File: config.mk
export PLATFORM = sky130hd
export DESIGN_NAME = bcd_to_bin
export DESIGN_NICKNAME = d
export VERILOG_FILES = /design/src/rtl/bcd_to_bin.sv
export SDC_FILE = /design/constraint.sdc
export NUM_CORES = 1
export LEC_CHECK = 0
export CORE_MARGIN = 1
export CORE_UTILIZATION = 60
export CTS_BUF_LIST = sky130_fd_sc_hd__clkbuf_8 sky130_fd_sc_hd__clkbuf_16
export CTS_CLUSTER_DIAMETER = 200
export DETAILED_ROUTE_END_ITERATION = 10
export DONT_BUFFER_PORTS = 1
export PLACE_DENSITY = 0.85
export SLEW_MARGIN = 30
export SYNTH_ARGS = -nofsm -noshare
export SYNTH_HDL_FRONTEND = slang
export SYNTH_SLANG_ARGS = --single-unit
File: constraint.sdc
create_clock -name clk -period 2 [get_ports clk]
set_input_delay 0.4 -clock clk [delete_from_list [all_inputs] [get_ports clk]]
set_output_delay 0.4 -clock clk [all_outputs]
set_load 0.01 [all_outputs]
File: src/rtl/bcd_to_bin.sv
// rtl/bcd_to_bin.sv - sequential reverse double-dabble BCD to binary converter
module bcd_to_bin #(
    parameter int DIGITS = 3,
    parameter int OUT_W  = 8
) (
    input  logic                  clk,
    input  logic                  rst_n,
    input  logic                  start,
    input  logic [4*DIGITS-1:0]   a,
    output logic [OUT_W-1:0]      y,
    output logic                  ovf,
    output logic                  err,
    output logic                  busy,
    output logic                  done
);

    // Number of shifts needed to drain every BCD digit into the binary field.
    localparam int SHIFTS = $clog2(10 ** DIGITS);
    localparam int BCD_W  = 4 * DIGITS;
    localparam int W_W    = BCD_W + SHIFTS;
    localparam int CNT_W  = $clog2(SHIFTS + 1);
    localparam int BW     = (SHIFTS > OUT_W) ? SHIFTS : OUT_W;
    localparam logic [BW-1:0] Y_MAX = BW'({OUT_W{1'b1}});

    typedef enum logic [1:0] {
        IDLE  = 2'd0,
        SHIFT = 2'd1,
        FIN   = 2'd2
    } state_t;

    state_t             state_q, state_d;
    logic [W_W-1:0]     w_q, w_d;
    logic [CNT_W-1:0]   cnt_q, cnt_d;
    logic               bad_q, bad_d;
    logic [OUT_W-1:0]   y_q, y_d;
    logic               ovf_q, ovf_d;
    logic               err_q, err_d;

    logic [W_W-1:0]     w_shift;
    logic               digit_bad;
    logic [BW-1:0]      b_ext;
    logic               sat;

    // One reverse double-dabble step: shift right, then correct every BCD digit >= 8.
    always_comb begin
        w_shift = w_q >> 1;
        for (int i = 0; i < DIGITS; i++) begin
            if (w_shift[SHIFTS+4*i +: 4] >= 4'd8) begin
                w_shift[SHIFTS+4*i +: 4] = w_shift[SHIFTS+4*i +: 4] - 4'd3;
            end
        end
    end

    // Flag any input digit outside 0..9; also derive the saturated result.
    always_comb begin
        digit_bad = 1'b0;
        for (int i = 0; i < DIGITS; i++) begin
            if (a[4*i +: 4] > 4'd9) begin
                digit_bad = 1'b1;
            end
        end
        b_ext = BW'(w_shift[SHIFTS-1:0]);
        sat   = (b_ext > Y_MAX);
    end

    // Next-state and datapath updates; an invalid input spends one pending cycle
    // in SHIFT so DONE lands one cycle after the accepting edge.
    always_comb begin
        state_d = state_q;
        w_d     = w_q;
        cnt_d   = cnt_q;
        bad_d   = bad_q;
        y_d     = y_q;
        ovf_d   = ovf_q;
        err_d   = err_q;
        case (state_q)
            IDLE: begin
                if (start) begin
                    w_d     = {a, {SHIFTS{1'b0}}};
                    cnt_d   = '0;
                    bad_d   = digit_bad;
                    state_d = SHIFT;
                end
            end
            SHIFT: begin
                if (bad_q) begin
                    bad_d   = 1'b0;
                    y_d     = '0;
                    ovf_d   = 1'b0;
                    err_d   = 1'b1;
                    state_d = FIN;
                end else begin
                    w_d   = w_shift;
                    cnt_d = cnt_q + CNT_W'(1);
                    if (cnt_q == CNT_W'(SHIFTS - 1)) begin
                        y_d     = sat ? {OUT_W{1'b1}} : b_ext[OUT_W-1:0];
                        ovf_d   = sat;
                        err_d   = 1'b0;
                        state_d = FIN;
                    end
                end
            end
            FIN: begin
                state_d = IDLE;
            end
            default: begin
                state_d = IDLE;
            end
        endcase
    end

    // State and datapath registers; reset aborts any conversion immediately.
    always_ff @(posedge clk or negedge rst_n) begin
        if (!rst_n) begin
            state_q <= IDLE;
            w_q     <= '0;
            cnt_q   <= '0;
            bad_q   <= 1'b0;
            y_q     <= '0;
            ovf_q   <= 1'b0;
            err_q   <= 1'b0;
        end else begin
            state_q <= state_d;
            w_q     <= w_d;
            cnt_q   <= cnt_d;
            bad_q   <= bad_d;
            y_q     <= y_d;
            ovf_q   <= ovf_d;
            err_q   <= err_d;
        end
    end

    assign y    = y_q;
    assign ovf  = ovf_q;
    assign err  = err_q;
    assign busy = (state_q == SHIFT);
    assign done = (state_q == FIN);

endmodule

==> results.md, run 1 <==
- Part of the cycle the worst path needs: 0.8661
- HPWL after DPL: 2536 um
- Row count: 19
- Total grt overflow: 0
- Layout Skew: 6.124 ps
- Final Setup Violations: 0
- First-pass GRT wire length: 6292 um
- Switching Fraction: 0.4329
- Worst EP required: 2220 ps
- Hold-fix buffers, CTS: 2
- Setup_tns: 0 ps
- Max frequency: 577.3 MHz
- Final Hold Vio Count: 0
- Worst path slowest cell: a21o_1
- Clock Tree Root: clkbuf_8
- CP Max Fanout: 22
- Max Cap Violations: 0
- Clock-pin slew of the registers on the worst-case setup and hold paths: 80 ps
- WP buf/inv: 0
- Fraction of layout cells with a size suffix above 1: 0.09677
- CP Data Arrival Time: 1950 ps
- Yosys top cell by area: dfrtp_1
- HP Class: in2reg
- Pin count of the biggest net entering global routing: 39
- Die W: 56.40 um
- ANT nets after route: 0
- ANT cells: 0
- Fin util: 0.6977
- Reg power frac: 0.409
- Vias in the first global route: 1339
- CTS tree: done
- Worst-margin pin slew: 700.6 ps
- Synth Instances: 180
- Critical path launch point type: flip-flop
- Initial antenna violation count: 0
- Synthesized area: 0.001775 sq mm
- Worst slew margin: 0.5329
- Postcts setup bufs: 0
- Clock Power Share: 0.156
- P_leak: 0.9279 nW
- RSZ-0062 raised after global routing: no
- Max VDD drop: 1.253 mV
- Psw: 1.530 mW
- Synth top area cells: dfrtp_1 (54%), a22o_1 (5.4%), nand2_1 (4.9%)
- Syn-to-layout area delta: 9.302%
- Post-layout min period: 1732 ps
- Die area: 0.003180 sq mm
- Fillers: 206
- Starting Density: 0.6383
- Die Ht: 56.40 um
- Critical Path End Type: flip-flop
- # IOs: 27
- Flops & latches, synth: 38
- First-pass DRT Iterations: 4
- CP cell instances: nand2b_1 > a21o_1 > or3_1 > a21oi_1
- Int Pwr: 2.005 mW
- Top delay family on crit path: simple AND/OR/NAND/NOR gates
- Post-synthesis async set-or-reset flop share: 1.000
- # port buffers: 0
- Skew-Pair Late Insertion Delay: 300 ps
- Iteration-0 DRC Markers: 56
- Top-area cell type share of the netlist area: 0.5356
- Via count: 1345
- Ys flop type: dfrtp_1
- Count leader, synth: dfrtp_1
- Total wire length: 3776 um
- Post_cts resized: 0
- Total track usage: 0.2662
- Worst reg-to-reg setup slack: 270 ps
- Fin. max-slew vios: 0
- DR WL/cell: 17.40 um
- Routability cong.: 0.8107
- Post-Synthesis Net Count: 201
- YS warnings: 0
- Worst Hold Slack: 234.6 ps
- Power Density: 1822 mW/mm^2
- # H-tree levels: 2
- Std-Cell Core Area: 0.002781 sq mm
- Syn_area_per_cell: 9.864 sq um
- EDFF count, synth: 0
- TritonCTS Sinks: 38
- Crit path kind: reg2reg
- Number of library cell types mapped by synthesis: 28
- Post-synthesis sequential area ratio: 0.5356
- Worst path max stage delay: 440 ps
- DRC Markers: 0
- Final nets: 206
- CTS buffer count: 5
- Top cells by count, synth: dfrtp_1 (38), nand2_1 (23), nor2_1 (22)
- Clock Path Buffers: 2
- Final instance area: 0.001941 sq mm
- Vias/cell: 6.198
- Cell Area, Placed: 0.001815 sq mm
- Outcome: completed
- Comb pwr share: 0.435
==> routing by layer <==
metal  up-vias  wire length, um  global-route usage  share of wire
li1        627                -                   -              -
met1       678             1658              0.3339           0.44
met2        30             1878              0.4320           0.50
met3        10              184             0.08986          0.049
met4         0               55             0.09408          0.015
met5         -                0                   0              0
==> kinds of logic after synthesis <==
logic type | after synthesis | share of synthesized area
buf+inv | 20 | 0.04581
simple gates | 56 | 0.1381
flops | 38 | 0.5356
compound gates | 54 | 0.2079
xor+xnor | 5 | 0.02466
mux | 1 | 0.005638
fa+ha+maj | 6 | 0.04228
==> per-stage QoR <==
step | std cells | setup WS [ps] | power, mW
detailed placement | 207 | 315.8 | 2.946
global route | 217 | 175.3 | 3.803
CTS | 217 | 289.7 | 3.535
finish | 217 | 267.9 | 3.535
floorplan | 180 | 485.0 | 2.533
global placement | 207 | 434.3 | 2.819
==> cell type report <==
| cell class | instances | area [sq um] | area share |
|---|---|---|---|
| Inverter | 10 | 37.54 | 0.01934 |
| Multi-Input combinational cell | 122 | 743.2 | 0.3830 |
| Sequential cell | 38 | 950.9 | 0.4900 |
| Tap cell | 31 | 38.79 | 0.01999 |
| Clock inverter | 2 | 12.51 | 0.006447 |
| Timing Repair Buffer | 8 | 75.07 | 0.03868 |
| Clock buffer | 6 | 82.58 | 0.04255 |
==> registers in the layout, indices dropped and copies added, names as in the netlist <==
signal	count
y	8
ovf	1
cnt_q	4
err	1
state_q	2
bad_q	1
w_q	21
==> power groups by stage <==
stage / sequential, mW / clock, mW / combinational, mW
final: 1.45 / 0.552 / 1.54
after global routing: 1.48 / 0.590 / 1.73
after CTS: 1.44 / 0.557 / 1.54
after detailed placement: 1.45 / 0 / 1.49
after global placement: 1.41 / 0 / 1.41
after floorplan: 1.36 / 0 / 1.18
==> cells in the final DEF, fill, tap and decap left out, types with 8 or more instances in the layout <==
master / synthesis / layout
o31ai_1: 9 / 9
nor2_1: 22 / 22
o21ai_0: 12 / 12
a22o_1: 11 / 11
inv_1: 10 / 10
dfrtp_1: 38 / 38
nand2_1: 23 / 23
a21oi_1: 8 / 8
==> final timing paths <==
check / start / end / cells after the start
min in group asynchronous: rst_n / w_q[17] / 2
max in group asynchronous: rst_n / y[4] / 2
worst max-delay path: bad_q / cnt_q[2] / 4
worst min register to register: w_q[10] / w_q[10] / 2
worst max register to register: bad_q / cnt_q[2] / 4
worst min-delay path: a[3] / w_q[13] / 2
No activity file was read; power rests on OpenSTA's default activity.
==> run 2, diff against run 1 <==
--- a/config.mk
+++ b/config.mk
@@ -5,6 +5,7 @@
 export SDC_FILE = /design/constraint.sdc
 export NUM_CORES = 1
 export LEC_CHECK = 0
+export CORE_ASPECT_RATIO = 0.75
 export CORE_MARGIN = 1
 export CORE_UTILIZATION = 60
 export CTS_BUF_LIST = sky130_fd_sc_hd__clkbuf_8 sky130_fd_sc_hd__clkbuf_16
==> run 2 against run 1 <==
Effect of this change:
- clock power decreased by 9.8%
- setup slack worse by 5.4 ps
- combinational power about the same
- clock-buffer cell count decreased by 1
- critical path depth shrank 1
- die area is essentially flat
- clock skew decreased by 0.98 ps
==> results.md, run 2 (synthesis gave the netlist of run 1 again) <==
- ANT cells: 0
- Iteration-0 DRC Markers: 137
- DR WL/cell: 17.49 um
- Vias in the first global route: 1359
- Fin util: 0.7144
- Final Setup Violations: 0
- Final nets: 206
- Die W: 64.81 um
- Power Density: 1799 mW/mm^2
- Total track usage: 0.2775
- Worst reg-to-reg setup slack: 270 ps
- Fraction of layout cells with a size suffix above 1: 0.09189
- Crit path from: state_q[1]
- Die Ht: 49.11 um
- Pin count of the biggest net entering global routing: 39
- Clock-pin slew of the registers on the worst-case setup and hold paths: 70 ps
- Area of the multi-input gates: 743.2 sq um
- Vias/cell: 6.231
- Stages on worst setup path: 3
- Worst path max stage delay: 470 ps
- Setup_tns: 0 ps
- CP cell instances: nand2b_1 > inv_1 > buf_4
- CTS tree: done
- Max FFs per register: 21
- Routability cong.: 0.7730
- HPWL after DPL: 2685 um
- Max frequency: 575.5 MHz
- Fin. max-slew vios: 0
- Worst-margin pin slew: 651.3 ps
- Post-layout min period: 1737 ps
- Die area: 0.003183 sq mm
- Fillers: 191
- Critical Path End Type: output port
- HP Class: in2reg
- CP Max Fanout: 10
- Postcts setup bufs: 0
- Commonest non-fill, non-tap cell in the layout: dfrtp_1
- # H-tree levels: 2
- Part of the cycle the worst path needs: 0.8687
- Critical path launch point type: flip-flop
- Register area: 950.9 sq um
- # port buffers: 0
- Clock Path Buffers: 2
- Total grt overflow: 0
- Hold-fix buffers, CTS: 2
- RSZ-0062 raised after global routing: no
- Crit path kind: reg2out
- Largest Register: w_q
- First-pass GRT wire length: 6417 um
- Row count: 16
- CTS buffer count: 5
- R2R cell count: 4
- Finished Layout Cells: 221
- Initial antenna violation count: 0
- Total wire length: 3865 um
- DRC Markers: 0
- Starting Density: 0.6569
- Critical R2R Capture: w_q[11]
- Worst path slowest cell: dfrtp_1
- Worst EP required: 1600 ps
- TritonCTS Sinks: 38
- WP buf/inv: 2
- Most frequent cells in the layout: dfrtp_1 (38), nand2_1 (23), nor2_1 (22), o21ai_0 (12), a22o_1 (11)
- Cells after DPL: 212
- Outcome: completed
- P_leak: 0.9245 nW
- CP Data Arrival Time: 1340 ps
- Skew-Pair Late Insertion Delay: 290 ps
- Clock Tree Root: clkbuf_8
- Max Cap Violations: 0
- Top delay family on crit path: flip-flops
- Final Hold Vio Count: 0
- Syn-to-layout area delta: 8.738%
- ANT nets after route: 0
- Worst setup path end: busy
- Total power: 3.472 mW
- First-pass DRT Iterations: 4
- Post_cts resized: 0
- # IOs: 27
- Reg2reg start: state_q[0]
- Worst slew margin: 0.5658
- Max VDD drop: 0.8388 mV
- Hold Path Origin: a[11]
- Layout Skew: 5.145 ps
- Via count: 1377
- Std-Cell Core Area: 0.002703 sq mm
## run 2: changes by cell type in the layout (fill, tap and decap cells not counted), sizes merged
cell,change
clkinvlp,-1
clkbuf,-1
clkinv,+1
## run 2: per-stage QoR
| stage | cell area (sq um) | setup slack (ps) | hold slack, ps |
|---|---|---|---|
| 2_1_floorplan | 1775 | 485.0 | 104.4 |
| 3_3_place_gp | 1822 | 447.3 | 105.1 |
| 3_5_place_dp | 1822 | 289.3 | 105.1 |
| 4_1_cts | 1931 | 270.8 | 242.7 |
| 5_1_grt | 1931 | 176.9 | 243.3 |
| 6_report | 1931 | 262.5 | 243.7 |
## run 2: final cells by class
class | instances | share of cell area
Clock inverter | 2 | 0.005185
Sequential cell | 38 | 0.4925
Inverter | 10 | 0.01944
Multi-Input combinational cell | 122 | 0.3850
Timing Repair Buffer | 8 | 0.03889
Clock buffer | 5 | 0.03564
Tap cell | 36 | 0.02333
## run 2: per-layer routing
| layer | part of all wire | global-route usage |
|---|---|---|
| met3 | 0.064 | 0.07009 |
| met1 | 0.43 | 0.3628 |
| met4 | 0.029 | 0.1370 |
| met5 | 0 | 0 |
| met2 | 0.48 | 0.4306 |
## run 2: worst min path at each step
stage	endpoint	slack [ps]	depth (start not counted)
after global placement	y[0]	110	0
final	w_q[21]	240	1
after global routing	w_q[21]	240	1
after CTS	w_q[21]	240	1
after floorplan	bad_q	100	0
after detailed placement	y[0]	110	0
## run 2: worst reg2reg max path, cell delays in order, from the launching register on
cell      delay (ps)
dfrtp_1          440
nand2b_4         190
a21o_1           410
a222oi_1         450
inv_1            110
## run 2: power breakdown
part | switching (mW) | total [mW] | internal [mW]
combinational | 0.907 | 1.53 | 0.621
sequential | 0.339 | 1.45 | 1.11
clock | 0.264 | 0.498 | 0.234
total | 1.51 | 3.47 | 1.96
==> run 3, diff against run 2 <==
--- a/config.mk
+++ b/config.mk
@@ -6,7 +6,7 @@
 export NUM_CORES = 1
 export LEC_CHECK = 0
 export CORE_ASPECT_RATIO = 0.75
-export CORE_MARGIN = 1
+export CORE_MARGIN = 2
 export CORE_UTILIZATION = 60
 export CTS_BUF_LIST = sky130_fd_sc_hd__clkbuf_8 sky130_fd_sc_hd__clkbuf_16
 export CTS_CLUSTER_DIAMETER = 200
==> run 3 against run 2 <==
Effect of this change:
- via count is 5.7% lower
- power is 0.10% lower
- register-to-register slack better by 60 ps
- flip-flop and latch count stayed put
- critical endpoint unchanged
- highest routed layer unchanged
==> results.md, run 3 (synthesis gave the netlist of run 1 again) <==
- CTS tree: done
- Die W: 66.81 um
- Post_cts resized: 0
- RSZ-0062 raised after global routing: no
- Final instance area: 0.001946 sq mm
- HPWL after DPL: 2521 um
- Part of the cycle the worst path needs: 0.8606
- Worst slew margin: 0.5735
- Largest Register: w_q
- First-pass GRT wire length: 5989 um
- Cells after DPL: 214
- Fraction of layout cells with a size suffix above 1: 0.09140
- TritonCTS Sinks: 38
- Setup WS post-layout: 278.7 ps
- Critical R2R Capture: cnt_q[2]
- Worst reg-to-reg setup slack: 330 ps
- # H-tree levels: 2
- Vias in the first global route: 1290
- # port buffers: 0
- Vias/cell: 5.795
- Crit path kind: reg2out
- Max FFs per register: 21
- Fin util: 0.6776
- # IOs: 27
- Finished Layout Cells: 224
- Total track usage: 0.2496
- Clock Path Buffers: 2
- Reg2reg start: bad_q
- ANT cells: 0
- Final nets: 206
- Total wire length: 3571 um
- Max Cap Violations: 0
- Clock-pin slew of the registers on the worst-case setup and hold paths: 70 ps
- Setup_tns: 0 ps
- Power Density: 1783 mW/mm^2
- Max VDD drop: 0.7708 mV
- Fillers: 222
- Skew-Pair Late Insertion Delay: 300 ps
- HP Class: in2reg
- P_leak: 0.9331 nW
- Pin count of the biggest net entering global routing: 39
- Clock Tree Root: clkbuf_8
- Initial antenna violation count: 0
- Commonest non-fill, non-tap cell in the layout: dfrtp_1
- DR WL/cell: 15.94 um
- Iteration-0 DRC Markers: 115
- Layout Skew: 4.554 ps
- CP Data Arrival Time: 1320 ps
- Die area: 0.003415 sq mm
- CP Max Fanout: 10
- Cell Area, Placed: 0.001824 sq mm
- Pre-CTS setup slack: 350.0 ps
- Hold Path Sink: w_q[13]
- Hold Path Origin: a[3]
- Starting Density: 0.6183
- Via count: 1298
- Row count: 17
- Critical Path End Type: output port
- Worst-margin pin slew: 639.8 ps
- Outcome: completed
- DRC Markers: 0
- Final Hold Vio Count: 0
- Syn-to-layout area delta: 9.584%
- Std-Cell Core Area: 0.002872 sq mm
- Routability cong.: 0.8328
- Critical path launch point type: flip-flop
- Die Ht: 51.11 um
- ANT nets after route: 0
- Hold Crit Depth: 2
- Final Setup Violations: 0
- Post-layout min period: 1721 ps
- First-pass DRT Iterations: 4
- R2R cell count: 4
- Worst Hold Slack: 241.1 ps
- Total grt overflow: 0
- Max frequency: 581.0 MHz
- Fin. max-slew vios: 0
- Most frequent cells in the layout: dfrtp_1 (38), nand2_1 (23), nor2_1 (22), o21ai_0 (12)
- Total power: 3.469 mW
- Worst EP required: 1600 ps
- CTS buffer count: 5
==> run 3: cell types whose count changed in the layout (fill, tap and decap cells not counted), sizes merged <==
cell,delta
clkbuf,+1
inv,+1
clkinv,-1
==> run 3: critical path: stages (launching register included) <==
cell      delay (ps)
dfrtp_1          470
nand2b_1         220
inv_1            130
buf_4            210
==> run 3: layout make-up <==
type	count	area (sq um)	area share
Timing Repair Buffer	8	75.07	0.03859
Inverter	10	37.54	0.01929
Multi-Input combinational cell	122	743.2	0.3820
Clock buffer	6	82.58	0.04244
Clock inverter	2	8.758	0.004502
Sequential cell	38	950.9	0.4887
Tap cell	38	47.55	0.02444
==> run 3: worst max-delay path by stage <==
| stage | end | slack, ps | from |
|---|---|---|---|
| after global placement | w_q[11] | 440 | state_q[0] |
| after floorplan | y[0] | 490 | cnt_q[0] |
| after global routing | cnt_q[2] | 230 | bad_q |
| final | busy | 280 | state_q[1] |
| after CTS | busy | 290 | state_q[1] |
| after detailed placement | cnt_q[2] | 350 | state_q[0] |
==> run 3: report_power, final <==
| part | switching, mW | internal (mW) | total (mW) |
|---|---|---|---|
| sequential | 0.326 | 1.11 | 1.43 |
| clock | 0.262 | 0.273 | 0.534 |
| combinational | 0.880 | 0.622 | 1.50 |
==> run 3: what timing repair did <==
action,4_1_cts,5_1_grt
setup buffers,0,0
hold buffers,2,0
hold endpoints to repair,38,0
==> run 3: layer usage <==
layer | global-route usage | vias to the layer above | wire, um
met5 | 0 | - | 0
met4 | 0.1020 | 0 | 61
met3 | 0.09031 | 4 | 181
met2 | 0.3850 | 29 | 1691
met1 | 0.3215 | 640 | 1638
li1 | - | 625 | -
